$ cat config.mk
export PLATFORM = sky130hd
export DESIGN_NAME = uart_tx
export DESIGN_NICKNAME = d
export VERILOG_FILES = /design/src/rtl/uart_pkg.sv /design/src/rtl/uart_tx.sv
export SDC_FILE = /design/constraint.sdc
export NUM_CORES = 1
export LEC_CHECK = 0
export BUFFER_PORTS_ARGS = -buffer_cell sky130_fd_sc_hd__buf_2
export CAP_MARGIN = 10
export CORE_MARGIN = 1
export CORE_UTILIZATION = 54
export DETAILED_ROUTE_END_ITERATION = 12
export HOLD_SLACK_MARGIN = 0.02
export PLACE_DENSITY = 0.76
export SKIP_CTS_REPAIR_TIMING = 1
export SYNTH_ARGS = -nofsm -noshare
export SYNTH_HDL_FRONTEND = slang
export SYNTH_SLANG_ARGS = --single-unit
$ cat constraint.sdc
create_clock -name clk -period 1.49 [get_ports clk]
set_input_delay 0.149 -clock clk [delete_from_list [all_inputs] [get_ports clk]]
set_output_delay 0.149 -clock clk [all_outputs]
set_load 0.005 [all_outputs]
$ cat src/rtl/uart_pkg.sv
// Framing constants and state encoding shared by the UART transmitter and receiver,
// so both ends of a link agree on parity modes and oversampling.
package uart_pkg;

    localparam int PARITY_NONE = 0;
    localparam int PARITY_ODD  = 1;
    localparam int PARITY_EVEN = 2;

    localparam int DEFAULT_OVERSAMPLE = 16;

    typedef enum logic [2:0] {
        ST_IDLE,
        ST_START,
        ST_DATA,
        ST_PARITY,
        ST_STOP
    } uart_state_e;

    // Even mode yields the XOR of the byte, odd mode its inverse; none yields 0.
    function automatic logic parity_bit(input logic [7:0] value, input int mode);
        logic x;
        x = ^value;
        if (mode == PARITY_EVEN) begin
            return x;
        end else if (mode == PARITY_ODD) begin
            return ~x;
        end
        return 1'b0;
    endfunction

endpackage

$ cat src/rtl/uart_tx.sv
// UART transmitter: start bit, 8 data bits LSB first, optional parity, 1 or 2 stop bits,
// each bit held for OVERSAMPLE clocks. Start/busy/done handshake toward the client.
module uart_tx
    import uart_pkg::*;
#(
    parameter int OVERSAMPLE = DEFAULT_OVERSAMPLE,
    parameter int PARITY     = PARITY_NONE,
    parameter int STOP_BITS  = 1
) (
    input  logic       clk,
    input  logic       rst,
    input  logic       start,
    input  logic [7:0] data,
    output logic       TX,
    output logic       busy,
    output logic       done
);

    localparam int CNT_W = (OVERSAMPLE > 2) ? $clog2(OVERSAMPLE) : 1;
    localparam logic [CNT_W-1:0] CNT_LAST = CNT_W'(OVERSAMPLE - 1);
    localparam logic STOP_LAST = (STOP_BITS == 2);

    if (OVERSAMPLE < 2) begin : g_bad_oversample
        $error("uart_tx: OVERSAMPLE must be at least 2");
    end
    if (PARITY != PARITY_NONE && PARITY != PARITY_ODD && PARITY != PARITY_EVEN) begin : g_bad_parity
        $error("uart_tx: PARITY must be 0 (none), 1 (odd) or 2 (even)");
    end
    if (STOP_BITS != 1 && STOP_BITS != 2) begin : g_bad_stop
        $error("uart_tx: STOP_BITS must be 1 or 2");
    end

    uart_state_e      state_q, state_d;
    logic [CNT_W-1:0] cnt_q, cnt_d;
    logic [2:0]       bit_idx_q, bit_idx_d;
    logic             stop_idx_q, stop_idx_d;
    logic [7:0]       shift_q, shift_d;
    logic             parity_q, parity_d;
    logic             tx_q, tx_d;
    logic             done_q, done_d;
    logic             bit_end;

    always_ff @(posedge clk) begin
        if (rst) begin
            state_q    <= ST_IDLE;
            cnt_q      <= '0;
            bit_idx_q  <= '0;
            stop_idx_q <= 1'b0;
            shift_q    <= '0;
            parity_q   <= 1'b0;
            tx_q       <= 1'b1;
            done_q     <= 1'b0;
        end else begin
            state_q    <= state_d;
            cnt_q      <= cnt_d;
            bit_idx_q  <= bit_idx_d;
            stop_idx_q <= stop_idx_d;
            shift_q    <= shift_d;
            parity_q   <= parity_d;
            tx_q       <= tx_d;
            done_q     <= done_d;
        end
    end

    always_comb begin
        state_d    = state_q;
        cnt_d      = cnt_q;
        bit_idx_d  = bit_idx_q;
        stop_idx_d = stop_idx_q;
        shift_d    = shift_q;
        parity_d   = parity_q;
        done_d     = 1'b0;
        tx_d       = 1'b1;

        bit_end = (cnt_q == CNT_LAST);
        if (state_q != ST_IDLE) begin
            cnt_d = bit_end ? '0 : cnt_q + 1'b1;
        end

        case (state_q)
            ST_IDLE: begin
                if (start) begin
                    state_d    = ST_START;
                    shift_d    = data;
                    parity_d   = parity_bit(data, PARITY);
                    cnt_d      = '0;
                    bit_idx_d  = '0;
                    stop_idx_d = 1'b0;
                end
            end
            ST_START: begin
                if (bit_end) begin
                    state_d = ST_DATA;
                end
            end
            ST_DATA: begin
                if (bit_end) begin
                    shift_d   = {1'b0, shift_q[7:1]};
                    bit_idx_d = bit_idx_q + 3'd1;
                    if (bit_idx_q == 3'd7) begin
                        state_d = (PARITY != PARITY_NONE) ? ST_PARITY : ST_STOP;
                    end
                end
            end
            ST_PARITY: begin
                if (bit_end) begin
                    state_d = ST_STOP;
                end
            end
            ST_STOP: begin
                if (bit_end) begin
                    if (stop_idx_q == STOP_LAST) begin
                        state_d = ST_IDLE;
                        done_d  = 1'b1;
                    end else begin
                        stop_idx_d = stop_idx_q + 1'b1;
                    end
                end
            end
            default: begin
                state_d = ST_IDLE;
            end
        endcase

        // TX is registered, so its next value follows the state being entered.
        case (state_d)
            ST_START:  tx_d = 1'b0;
            ST_DATA:   tx_d = shift_d[0];
            ST_PARITY: tx_d = parity_d;
            default:   tx_d = 1'b1;
        endcase
    end

    assign TX   = tx_q;
    assign busy = (state_q != ST_IDLE);
    assign done = done_q;

endmodule

==> impl_results.md <==
- Via count: 957
- Reg power frac: 0.591
- Worst slew pin tran: approximately 0.53 ns
- Worst slew margin: 0.646
- Logic pwr share: 0.134
- Hold Crit Class: input pin to register
- Worst-path fanout max: 11
- Max-slew violation count: 0
- Clk buf depth: 2
- Die Y-Extent: approximately 46 um
- Vias per cell: ~6
- Fillers: roughly 130
- Post-synth top area share: 0.411
- Total track usage: 0.240
- Cells after Synth: about 110
- Cell accounting for the most synthesized area: dfxtp_1
- Critical path arrival: between 1 and 1.5 ns
- Num Clock Sinks: 21
- DPL Wire Length: between 1500 and 2000 um
- First-pass GRT wire length: roughly 3600 um
- Power per cell area: between 800 and 900 nW/um2
- Crit path largest cell delay: 0.35 ns
- Switching Share: 0.256
- Root Driver: clkbuf_4
- Top post-synthesis cells by area: dfxtp_1, a32oi_1, a21oi_1
- DRT Wirelength: roughly 2200 um
- Final WS setup: between 0.03 and 0.04 ns
- Initial antenna violation count: 0
- Fmax: 689 MHz
- Htree depth: 1
- Die area: ~2100 um2
- Fin crit period: 1.45 ns
- Worst Setup Start Kind: register
- Endpoint type of the worst setup path: output pin
- Synth Cell Area: around 1000 um2
- Clock-pin slew on the worst setup and hold paths: between 0.1 and 0.15 ns
- Int Power: around 0.00075 W
- Vias in the first global route: 851
- DRT iter0 DRCs: 19
- CTS tree: built
- Drt drc: 0
- Die X: roughly 46 um
- Final period util: 0.975
- Core Area: roughly 1700 um2
- WS Path Type: register to output pin
- YS warnings: 0
- Detailed Routing Iterations Pass 1: 4
- Slowest-stage cell, CP: dfxtp_1
- Antenna fix cells: 0
- Max Cap Viol: 0
- RSZ-0062 raised after global routing: true
- Place WS: -0.0398 ns
- GRT Residual Overflow: 0
- Layout area overhead: 20.9%
- IO Port Bufs: 13
- Ratio of cells with drive above 1 in the final layout: 0.326
- DR WL/cell: 13.8 um
- # setup viols final: 0
- Psw: ~0.00026 W
- Post-Syn Area per Cell: 9.22 um2
- Syn_nets: approximately 130
- Nets: between 100 and 150
- Initial Util: 0.586
- Max IR drop VDD: 0.708 mV
- Sequential cell area fraction in the yosys report: 0.411
- Final Util: 0.709
- IO Count: 14
- Largest net degree at the start of global routing: 25
- Unique masters post-synth: 36
- Critical-path cell list: buf_4 > nor3_2 > inv_2 > buf_2
- Status: complete, no violations
- #FFs+latches synth: 21
- Static leakage: ~0.47 nW
- Total CTS buffers: 3
- Clock latency on the worst-skew pair: around 0.31 ns
- CP required: around 1.3 ns
- GP Congestion: ~0.83
- Antenna Violating Nets Remaining: 0
- Num rows: 15
- Clk_skew: roughly 0.00085 ns
- Final hold violation count: 0
- Clock power share: 0.275
==> layer usage <==
layer  up-vias  share of wire  track usage
met1       469           0.49        0.319
li1        468              -            -
met4         0          0.013       0.0909
met3         2          0.031       0.0476
met5         -              0            0
met2        18           0.46        0.383
==> power by group through the flow <==
stage	clock network [W]	logic (W)	registers (W)
floorplan	0	0.0000798	0.000605
global placement	0	0.000124	0.000606
detailed placement	0	0.000127	0.000608
CTS	0.000288	0.000128	0.000595
global route	0.000316	0.000148	0.000598
finish	0.000277	0.000135	0.000596
==> synth_stat cells <==
cell       n
buf_1      1
nor4b_4    1
or4b_1     2
or3b_1     1
nor3b_1    1
nor3b_2    1
clkbuf_1   4
or3_1      2
a32oi_1    7
inv_1      1
a21oi_1   12
nor4b_1    1
nand3_1    4
nor2_1     6
o21ai_0    1
o21ai_2    1
nor3_1     1
buf_2      4
nand4_1    1
or2_2      1
xor2_1     1
a31oi_1    1
nand2_1    6
o211a_1    1
mux2i_1    3
nand2b_1   3
or4_1      1
a211oi_1   3
nor4_1     1
ha_1       3
a22oi_1    1
dfxtp_1   21
and3_1     1
o21ai_1    1
o211ai_1   8
nand3b_1   3
==> cell families (layout without fill, tap and decap cells) <==
kind of cell / Yosys count / after routing / share of synthesized area
compound gates: 36 / 36 / 0.241
fa+ha+maj: 3 / 3 / 0.0367
xor+xnor: 1 / 1 / 0.00856
flops: 21 / 21 / 0.411
simple gates: 37 / 37 / 0.232
mux: 3 / 3 / 0.0293
buf+inv: 10 / 31 / 0.0416
==> stage by stage <==
stage	TNS, ns	area [um2]	hold slack [ns]	power (W)	instances
floorplan	0	1020	0.289	0.000685	111
global placement	0	1180	0.395	0.000731	153
global route	-0.134	1240	0.0485	0.00106	157
finish	0	1240	0.0709	0.00101	157
detailed placement	-0.0595	1180	0.403	0.000735	153
CTS	-0.115	1210	0.0586	0.00101	157
==> registers in the layout, summed over array words and instances (netlist names) <==
| name | count |
|---|---|
| done | 1 |
| parity_q | 1 |
| shift_q | 8 |
| state_q | 3 |
| TX | 1 |
| bit_idx_q | 3 |
| cnt_q | 4 |
==> critical path: cells and delay by family (launching register included) <==
family,cells,cell delay [ns]
buf+inv,3,0.40
flops,1,0.35
simple gates,1,0.24
==> path summary, 6_finish.rpt <==
path	endpoint	depth (start not counted)	slack [ns]	from
worst max-delay path	busy	4	0.04	state_q[2]
worst min-delay path	shift_q[7]	3	0.07	data[7]
worst max register to register	state_q[2]	5	0.05	bit_idx_q[0]
worst min register to register	bit_idx_q[0]	2	0.49	bit_idx_q[0]
==> layout make-up <==
class / count / area (um2) / area share
tap: 25 / 31.3 / 0.0253
clock inverter: 1 / 5.00 / 0.00404
clock buffer: 3 / 22.5 / 0.0182
multi-input combinational: 80 / 591 / 0.477
sequential: 21 / 422 / 0.341
timing repair buffer: 26 / 163 / 0.131
inverter: 1 / 3.75 / 0.00303
==> cells in the final DEF, fill, tap and decap left out, types with 3 or more instances in the layout <==
cell      instances
a211oi_1          3
a21oi_1          12
a32oi_1           7
buf_2            13
buf_4            13
clkbuf_4          3
dfxtp_1          20
mux2i_1           3
nand2_1           6
nand2b_1          3
nand3_1           3
nand3b_1          3
nor2_1            6
o211ai_1          8
Note: power is estimated with default switching activity, not from simulation.
